$ cat src/rtl/sram_ctrl_pkg.sv
// sram_ctrl_pkg: shared state encoding and SRAM strobe polarities
package sram_ctrl_pkg;
    typedef enum logic [2:0] {IDLE, RD_WAIT, WR_SETUP, WR_PULSE, DONE} state_t;
    localparam logic CHIP_ENABLE = 1'b0;
    localparam logic WRITE_ENABLE = 1'b0;
    localparam logic [31:0] ZERO_WORD = 32'h0000_0000;
endpackage

$ cat src/rtl/sram_ctrl.sv
// sram_ctrl: asynchronous SRAM access sequencer for the MEM stage with pipeline stall
module sram_ctrl
    import sram_ctrl_pkg::*;
#(
    parameter int WAIT_CYCLES = 1,
    parameter int ADDR_W = 20
) (
    input  logic              clk,
    input  logic              rst,
    input  logic              ce_i,
    input  logic              we_i,
    input  logic [31:0]       addr_i,
    input  logic [3:0]        sel_i,
    input  logic [31:0]       data_i,
    output logic [31:0]       data_o,
    output logic              stallreq_o,
    output logic [ADDR_W-1:0] sram_addr_o,
    output logic [31:0]       sram_data_o,
    input  logic [31:0]       sram_data_i,
    output logic              sram_data_oe_o,
    output logic [3:0]        sram_be_n_o,
    output logic              sram_ce_n_o,
    output logic              sram_oe_n_o,
    output logic              sram_we_n_o
);
    localparam logic [2:0] LAST = 3'(WAIT_CYCLES - 1);
    state_t state, state_n;
    logic [2:0] cnt;
    logic we_q;
    logic [3:0] sel_q;
    logic last, busy;
    logic unused;
    assign unused = ^{addr_i[31:ADDR_W+2], addr_i[1:0]};
    assign last = cnt >= LAST;
    assign busy = state inside {RD_WAIT, WR_SETUP, WR_PULSE};
    assign sram_be_n_o = ~sel_q;
    // next state and strobes decoded from the current state and the latched request
    always_comb begin
        state_n = state;
        case (state)
            IDLE:     state_n = ce_i ? (we_i ? WR_SETUP : RD_WAIT) : IDLE;
            RD_WAIT:  state_n = last ? DONE : RD_WAIT;
            WR_SETUP: state_n = WR_PULSE;
            WR_PULSE: state_n = last ? DONE : WR_PULSE;
            default:  state_n = IDLE;
        endcase
        sram_ce_n_o = busy ? CHIP_ENABLE : ~CHIP_ENABLE;
        sram_oe_n_o = (state == RD_WAIT) ? CHIP_ENABLE : ~CHIP_ENABLE;
        sram_we_n_o = (state == WR_PULSE) ? WRITE_ENABLE : ~WRITE_ENABLE;
        sram_data_oe_o = (state inside {WR_SETUP, WR_PULSE}) || (state == DONE && we_q);
        stallreq_o = !rst && ((state == IDLE && ce_i) || busy);
    end
    // state, per-state saturating counter, request latch and read-data capture
    always_ff @(posedge clk) begin
        if (rst) begin
            state <= IDLE;
            cnt <= 3'd0;
            data_o <= ZERO_WORD;
            we_q <= 1'b0;
            sel_q <= 4'b0000;
            sram_addr_o <= '0;
            sram_data_o <= ZERO_WORD;
        end else begin
            state <= state_n;
            cnt <= (state_n != state) ? 3'd0 : (cnt == 3'd7 ? 3'd7 : cnt + 3'd1);
            if (state == IDLE && ce_i) begin
                we_q <= we_i;
                sel_q <= sel_i;
                sram_addr_o <= addr_i[ADDR_W+1:2];
                sram_data_o <= data_i;
            end
            if (state == RD_WAIT && last) data_o <= sram_data_i;
        end
    end
endmodule
$ cat config.mk
export PLATFORM = sky130hd
export DESIGN_NAME = sram_ctrl
export DESIGN_NICKNAME = d
export VERILOG_FILES = /design/src/rtl/sram_ctrl_pkg.sv /design/src/rtl/sram_ctrl.sv
export SDC_FILE = /design/constraint.sdc
export NUM_CORES = 1
export LEC_CHECK = 0
export ABC_AREA = 1
export CAP_MARGIN = 30
export CORE_MARGIN = 10
export CORE_UTILIZATION = 44
export DETAILED_ROUTE_END_ITERATION = 10
export PLACE_DENSITY_LB_ADDON = 0.12
export SYNTH_ARGS = -nofsm -noshare
export SYNTH_HDL_FRONTEND = slang
export SYNTH_SLANG_ARGS = --single-unit
$ cat constraint.sdc
create_clock -name clk -period 1.91 [get_ports clk]
set_input_delay 0.191 -clock clk [delete_from_list [all_inputs] [get_ports clk]]
set_output_delay 0.191 -clock clk [all_outputs]
set_load 0.05 [all_outputs]
==> Word-level counts from Yosys, hierarchy flattened <==
Cells that the tools add are included.
{ "classes": {"n_mux": 9, "bitwise": 1, "n_lt_le_gt_ge": 1, "eq_ne": 6, "addsub": 1, "reduce_logical": 11} }
{ "op_table": {"columns": ["cell", "count"], "rows": [
  ["$pmux 3 s4", 1],
  ["$mux 3", 3],
  ["$eq 3x2->1 const B", 2],
  ["$eq 3x3->1 const B", 2],
  ["$logic_and 1x1->1", 4],
  ["$mux 2", 2],
  ["$not 4->4", 1],
  ["$add 3x1->3 const B", 1],
  ["$eq 3x1->1 const B", 1],
  ["$ge 3x1->1 const B", 1],
  ["$logic_not 3->1", 1],
  ["$mux 1", 3],
  ["$ne 3x3->1", 1],
  ["$reduce_bool 3->1", 1],
  ["$logic_or 1x1->1", 2],
  ["$reduce_bool 2->1", 1],
  ["$reduce_or 2->1", 1],
  ["$logic_not 1->1", 1]
]} }
{ "word_totals": {"elab_cells": 36, "inputBits": 104, "output_inout_bits": 93, "reg_bits": 95} }

==> Longest topological paths before layout <==
Gate-level depths: netlist (run 1).
{ "depth": {"word_depth": 5, "mapped_depth": 7, "depth_no_buf": 5} }

==> Least setup slack after synthesis (run 1) <==
OpenSTA, ideal clock, no wires.
{ "synth_timing": {"path_type": "reg2out", "startpoint": "reg state[1]", "endpoint": "out sram_data_oe_o", "n_path_buf": 0, "path_stages_with_launch": 3, "required_ps": 1719, "slack_ps": 153, "arrival_time_ps": 1566, "cell_sequence": "dfxtp_1 inv_1 o21ai_0"} }
{ "synth_between": {"elab_chain_cells": 3, "elab_cells_between_ends": 6, "classes_between": "eq/ne: 3; reduce/logical: 3"} }
{ "synth_lines": {"columns": ["item", "line_no", "text"], "rows": [
  ["start, declared", "sram_ctrl.sv:27", "state_t state, state_n;"],
  ["start signal, assigned", "sram_ctrl.sv:64", "state <= state_n;"],
  ["$eq 3x2->1 or $eq 3x3->1 (tied branches)", "sram_ctrl.sv:50", "sram_data_oe_o = (state inside {WR_SETUP, WR_PULSE}) || (state == DONE && we_q);"],
  ["$reduce_bool 2->1 or $logic_and 1x1->1 (tied branches)", "sram_ctrl.sv:50", null],
  ["$logic_or 1x1->1 *", "sram_ctrl.sv:50", null],
  ["end, declared", "sram_ctrl.sv:20", "output logic sram_data_oe_o,"]
]} }
Mark *: on every way between the ends. The rest lies on a longest branch, timed or not.

==> Worst setup path in the final report (run 1) <==
{ "layout_timing": {"startpoint": "reg state[0]", "endpoint": "out sram_oe_n_o"} }
{ "layout_between": {"elab_chain_cells": 2} }
{ "layout_lines": {"columns": ["item", "line_no", "text"], "rows": [
  ["$eq 3x1->1", "sram_ctrl.sv:48", "sram_oe_n_o = (state == RD_WAIT) ? CHIP_ENABLE : ~CHIP_ENABLE;"],
  ["$mux 1", "sram_ctrl.sv:48", null],
  ["end, declared", "sram_ctrl.sv:23", "output logic sram_oe_n_o,"]
]} }
No other way between the ends.

==> summary.md, run 1 <==
Synthesis
- Yosys reg bits: 92
- most common cell in the netlist: nand2_1
- largest cells by area after synthesis: dfxtp_1, nand2_1, nor2_1
- async set-reset flop share out of synthesis: 0%
- Post-synth EDFFs: 0
- area fraction in compound gates after synthesis: 7.80%
- xor and xnor area share after synthesis: 0%
- synth cell count leaders: nand2_1, nor2_1, inv_1
- post-synthesis instance area: 0.00398 sq mm
- largest family of logic cells by synthesized area: simple AND/OR/NAND/NOR gates
- Mapped Nets: 705
- warning count from the yosys run: 0
- area share of the largest cell type after synthesis: 46.3%
- most frequently used flop master after synthesis: dfxtp_1
- simple logic cell fraction of the synthesized area: 31.4%
- number of distinct standard cells referenced by the synthesized netlist: 14
- cells after synthesis: 601
- cell taking the most area after synthesis: dfxtp_1
- per-instance average area after synthesis: 6.62 sq um
- Seq/Total Area, Yosys: 46.3%
- arithmetic-cell share of the synthesized area counting full adders, half adders and majority gates: 0%
- fraction of synthesized area in multiplexers: 0%

Clocking
- number of CTS-inserted buffers: 9
- TritonCTS clock tree: yes
- Clock Tree Buf Depth: 2
- CTS Root Buffer Type: clkbuf_8
- number of H-tree levels: 3
- Clk Latency, worst-skew pair: 350 ps
- clock slew at the register clock pins of the worst setup and hold paths: 90 ps
- Sink Count: 92
- total of cells resized after clock tree synthesis: 0
- count of hold buffers inserted by post-cts repair: 0
- number of buffers added for setup after CTS: 0

Route
- Iter 0 DRT Violations: 320
- via/cell ratio: 4.55
- total number of vias: 3,999
- antenna-violating nets left: 0
- TritonRoute pass-1 iters: 4
- drt drc: 0
- routed wire length per instance: 13.3 um
- DRT Wirelength: 11,700 um

Die
- die width: 115 um
- area of the core: 0.00876 sq mm
- floorplan die area: 0.0132 sq mm
- number of rows created at floorplan: 34
- io pins: 197
- Die Height: 115 um
- effective utilization at floorplan: 45.4%

Min path
- hold path cells: 3
- worst hold path startpoint: sram_data_i[20]
- path type of the worst min-delay path: in -> reg
- end point of the worst hold path: data_o[20]$_SDFFE_PP0P_

Critical path
- Worst Path Required: 1720 ps
- worst-path cell chain: nand3_2, buf_4
- worst r2r src: state[0]$_SDFF_PP0_
- CP max stage delay: 480 ps
- crit end category: primary output
- data arrival at the endpoint of the critical path: 1560 ps
- Worst setup SP type: flip-flop
- cell with the largest stage delay on the worst path: dfxtp_1
- reg2reg setup slack: 440 ps
- reg2reg end: data_o[3]$_SDFFE_PP0P_
- Max Fanout on Critical Path: 17
- Crit Path Class: reg -> out
- path depth of the worst reg2reg path: 4
- buffer and inverter count on the worst path: 1
- Largest delay share family, worst path: flip-flops

STA
- max frequency: 572 MHz
- number of setup violations in the final report: 0
- Slew @ Worst Pin: 560 ps
- number of pins with negative max-slew slack in the final report: 0
- Total Negative Setup Slacks: 0 ps
- post-route fraction of the period consumed by the critical path: 91.5%
- setup repair after global routing missed its margin: false
- Tmin final: 1750 ps
- count of endpoints failing hold in the final timing report: 0
- hold slack final: 414 ps
- Relative slew margins: 62.5%
- post-route worst setup slack: 163 ps
- clock skew: 9.85 ps

Global routing
- global-route wire length before repair: 18,500 um
- total routing usage reported by global routing: 17.1%
- pin count of the biggest net entering global routing: 76
- initial antenna violation count: 0
- via count of the first global-routing pass: 3,722
- global route total overflow: 0

Placement
- placed wire-length estimate: 8670 um
- final weighted congestion in routability-driven placement: 0.758
- DP Worst Slack: 347 ps
- number of I/O port buffers: 184

Finish
- ratio of cells with drive above 1 in the final layout: 4.29%
- Final nets: 870
- ant diodes: 0
- Area Overhead vs Synth: 53.3%
- end-of-flow core utilization: 69.6%

Flow run
- count of maximum capacitance violations: 0

Power
- power per standard cell area: 915 mW/mm^2
- Final Power: 5580 uW
- reported net switching power: 2010 uW
- Max rail drop VDD: 0.443 mV
- Switching Share: 36.0%
- leak pwr: 0.00291 uW
- combinational cell fraction of total power: 35.2%
- cell internal pwr: 3570 uW
- sequential fraction of design power: 39.7%
- fraction of power consumed by the clock network: 25.1%

Outcome
- outcome: complete, no violations

==> worst reg2reg max path, delay by kind of cell, from the launching register on <==
family	cells	cell delay [ps]
and+or+nand+nor	3	540
DFF	1	480
buffers and inverters	1	340
==> area by class of cell <==
class                   instances  area (sq um)
fillers                       762          2670
repair buffers                194          1980
flip-flops and latches         92          1840
multi-input cells             372          1570
inverters                      97           364
well taps                     108           135
clock buffers                  11           131
clock inverters                 4          75.1
==> power by group through the flow <==
stage / Sequential (uW) / Clock [uW] / Combinational [uW]
detailed placement: 2260 / 0 / 1980
global route: 2240 / 1530 / 2120
global placement: 2250 / 0 / 1950
finish: 2210 / 1400 / 1960
floorplan: 2870 / 0 / 648
CTS: 2210 / 1450 / 1980
==> metal layers <==
| metal | track usage, % | share of wire, % | vias to the layer above |
|---|---|---|---|
| met5 | 0 | 0 | - |
| met4 | 7.10 | 2.2 | 0 |
| met1 | 18.7 | 40 | 1732 |
| met3 | 7.14 | 9.3 | 17 |
| li1 | - | - | 2132 |
| met2 | 28.8 | 49 | 118 |
==> cells by family (layout without fill, tap and decap cells) <==
family | Yosys count | in the layout
flops | 92 | 92
buf+inv | 137 | 306
compound gates | 62 | 62
simple gates | 310 | 310
==> flip-flops by register name, indices dropped and copies added, names as in the netlist <==
register and count:
sram_addr_o 20, sram_data_o 32, data_o 32, sel_q 4
state 3, we_q 1
==> metrics by stage <==
step / instances / cell area, sq um
6_report: 878 / 6100
5_1_grt: 878 / 6100
4_1_cts: 878 / 6100
3_5_place_dp: 863 / 5890
3_3_place_gp: 863 / 5890
2_1_floorplan: 601 / 3980
==> cells in the final DEF, fill, tap and decap left out, drive strengths merged <==
| master | netlist | final |
|---|---|---|
| clkbuf | 8 | 11 |
| a21oi | 60 | 60 |
| clkinvlp | 0 | 2 |
| nand3 | 61 | 61 |
| nand2 | 124 | 124 |
| inv | 97 | 97 |
| nor2 | 125 | 125 |
| clkdlybuf4s50 | 0 | 179 |
| o21ai | 2 | 2 |
| dfxtp | 92 | 92 |
| buf | 32 | 15 |
| bufinv | 0 | 2 |
==> how the worst max path moves through the flow <==
stage / cells past startpoint / startpoint / to / slack [ps]
2_1_floorplan: 2 / state[1]$_SDFF_PP0_ / sram_data_oe_o / 150
3_3_place_gp: 7 / ce_i / we_q$_SDFFE_PP0P_ / 400
3_5_place_dp: 5 / rst / sram_data_o[18]$_SDFFE_PP0P_ / 350
4_1_cts: 2 / state[0]$_SDFF_PP0_ / sram_oe_n_o / 130
5_1_grt: 2 / state[0]$_SDFF_PP0_ / sram_oe_n_o / 50
6_report: 2 / state[0]$_SDFF_PP0_ / sram_oe_n_o / 160
(Power assumes the default switching activity.)
==> run 2: changes to the inputs <==
Settings changed: CTS_CLUSTER_DIAMETER set to 60.
==> results of run 2 <==
Same layout as run 1: the final DEF is identical, and so are final timing and power.
==> run 3: changes to the inputs <==
--- a/config.mk
+++ b/config.mk
@@ -7,5 +7,5 @@
 export LEC_CHECK = 0
 export ABC_AREA = 1
-export CAP_MARGIN = 30
+export CAP_MARGIN = 10
 export CORE_MARGIN = 10
 export CORE_UTILIZATION = 44
==> constraint.sdc (replaced) <==
create_clock -name clk -period 1.91 [get_ports clk]
set_input_delay 0.2865 -clock clk [delete_from_list [all_inputs] [get_ports clk]]
set_output_delay 0.2865 -clock clk [all_outputs]
set_load 0.05 [all_outputs]
==> run 3 against run 2 <==
  * Register-to-register slack improved by 110 ps
  * Worst hold slack gained 70 ps
  * Clock power fell by 11%
  * Cell count is 0.11% higher
  * Sequential share of layout area up 0.16 points
  * Utilization is 0.36 points lower
  * Flip-flop and latch count did not move
  * Clock skew about the same
  * Fmax is 3.8% lower
  * Via count increased by 0.30%
==> summary.md, run 3 (same netlist as run 1, synthesis figures left out) <==
STA
- max frequency: 550 MHz, -3.8%
- post-route fraction of the period consumed by the critical path: 95.1%, +3.7 points
- setup repair after global routing missed its margin: false
- count of endpoints failing hold in the final timing report: 0, unchanged
- Relative slew margins: 63.5%, +0.92 points
- clock skew: 9.83 ps, -0.0259 ps
- Tmin final: 1820 ps, +69.9 ps
- Total Negative Setup Slacks: 0 ps, unchanged
- number of pins with negative max-slew slack in the final report: 0, unchanged
- number of setup violations in the final report: 0, unchanged
- Slew @ Worst Pin: 546 ps, -13.8 ps

Die
- Die Height: 115 um, unchanged
- area of the core: 0.00876 sq mm, unchanged
- effective utilization at floorplan: 45.4%, unchanged
- io pins: 197, unchanged
- die width: 115 um, unchanged
- number of rows created at floorplan: 34, unchanged
- floorplan die area: 0.0132 sq mm, unchanged

Critical path
- cell with the largest stage delay on the worst path: clkdlybuf4s50_1
- Worst Path Required: 1620 ps, -100 ps
- path depth of the worst reg2reg path: 5, +1
- Largest delay share family, worst path: buffers and inverters
- path length in cells of the critical path: 1, -1
- reg2reg setup slack: 550 ps, +110 ps
- crit end category: primary output
- reg2reg end: sram_data_o[5]$_SDFFE_PP0P_
- CP max stage delay: 840 ps, +360 ps
- Worst setup SP type: flip-flop
- Max Fanout on Critical Path: 2, -15
- worst r2r src: state[0]$_SDFF_PP0_
- data arrival at the endpoint of the critical path: 1530 ps, -30 ps
- Crit Path Class: reg -> out
- buffer and inverter count on the worst path: 1, unchanged
- worst-path cell chain: clkdlybuf4s50_1

Clocking
- number of H-tree levels: 3, unchanged
- Clk Latency, worst-skew pair: 340 ps, about the same
- count of hold buffers inserted by post-cts repair: 0, unchanged
- TritonCTS clock tree: yes
- CTS Root Buffer Type: clkbuf_8
- number of buffers added for setup after CTS: 0, unchanged
- clock slew at the register clock pins of the worst setup and hold paths: 90 ps, about the same
- Clock Tree Buf Depth: 2, unchanged
- total of cells resized after clock tree synthesis: 0, unchanged
- Sink Count: 92, unchanged
- number of CTS-inserted buffers: 9, unchanged

Global routing
- initial antenna violation count: 0, unchanged
- met1 track utilization from global routing: 18.0%, -0.67 points
- met2 track utilization from global routing: 27.7%, -1.1 points
- global-route wire length before repair: 18,000 um, -2.6%
- global route total overflow: 0, unchanged
- via count of the first global-routing pass: 3,711, -0.30%
- total routing usage reported by global routing: 16.6%, -0.57 points
- global-route met3 utilization: 8.07%, +0.94 points
- pin count of the biggest net entering global routing: 90, +18%
- busiest metal layer after global routing: met2

Route
- antenna-violating nets left: 0, unchanged
- DRT Wirelength: 11,700 um, +0.67%
- routed wire length per instance: 13.4 um, +0.55%
- via/cell ratio: 4.56, +0.19%
- drt drc: 0, unchanged
- total number of vias: 4,011, +0.30%
- TritonRoute pass-1 iters: 6, +2
- Iter 0 DRT Violations: 208, -35%

Finish
- leading cell type in the layout, fill and taps excluded: clkdlybuf4s50_1
- Final nets: 870, unchanged
- end-of-flow core utilization: 69.2%, -0.36 points
- largest registers ranked by flip-flop count: data_o (32), sram_data_o (32), sram_addr_o (20)
- top library cells by usage in the layout, fill and taps aside: clkdlybuf4s50_1, nand2_1, nor2_1
- ratio of cells with drive above 1 in the final layout: 4.67%, +0.38 points
- Fill cells: 765, +0.39%
- Area Overhead vs Synth: 52.5%
- post-route cell area: 0.00607 sq mm, -0.51%
- ant diodes: 0, unchanged

Min path
- path type of the worst min-delay path: reg -> reg
- end point of the worst hold path: sram_data_o[0]$_SDFFE_PP0P_
- worst hold path startpoint: sram_data_o[0]$_SDFFE_PP0P_
- hold path cells: 2, -1

Flow run
- count of maximum capacitance violations: 0, unchanged

Placement
- total placed instance area: 0.00588 sq mm, -0.21%
- number of I/O port buffers: 184, unchanged
- placed wire-length estimate: 8610 um, -0.73%
- final weighted congestion in routability-driven placement: 0.717, -5.4%

Power
- leak pwr: 0.00290 uW, -0.47%
- Final Power: 5410 uW, -3.0%
- power per standard cell area: 892 mW/mm^2, -2.5%
- Max rail drop VDD: 0.540 mV, +22%

Outcome
- outcome: complete, no violations

## run 3: metrics by stage
step / cells / setup WS, ps / hold WS (ps)
5_1_grt: 879 / 23.8 / 503
3_3_place_gp: 863 / 302 / 460
3_5_place_dp: 863 / 270 / 468
4_1_cts: 879 / 77.3 / 490
6_report: 879 / 93.3 / 485
2_1_floorplan: 601 / 57.0 / 356
## run 3: final cells by class
class / instances / area (sq um) / share of cell area [%]
inverter: 97 / 364 / 6.00
multi-input combinational: 372 / 1570 / 25.9
clock inverter: 5 / 36.3 / 0.598
clock buffer: 11 / 151 / 2.50
sequential: 92 / 1840 / 30.4
timing repair buffer: 194 / 1970 / 32.4
tap: 108 / 135 / 2.23
## run 3: power by group
group          internal (uW)  switching, uW
combinational            718           1240
clock                    545            691
sequential              2110           99.4
total                   3380           2030
## run 3: worst max path at each step
stage | start | end | slack (ps)
detailed placement | ce_i | state[0]$_SDFF_PP0_ | 270
finish | sram_data_o[22]$_SDFFE_PP0P_ | sram_data_o[22] | 90
floorplan | state[1]$_SDFF_PP0_ | sram_data_oe_o | 60
global placement | ce_i | we_q$_SDFFE_PP0P_ | 300
CTS | sel_q[0]$_SDFFE_PP0P_ | sram_be_n_o[0] | 80
global route | sel_q[0]$_SDFFE_PP0P_ | sram_be_n_o[0] | 20
## run 3: routing by layer
layer	part of all wire [%]	up-vias
met5	0	-
met4	2.3	0
met3	9.6	17
met2	48	113
met1	40	1751
li1	-	2130
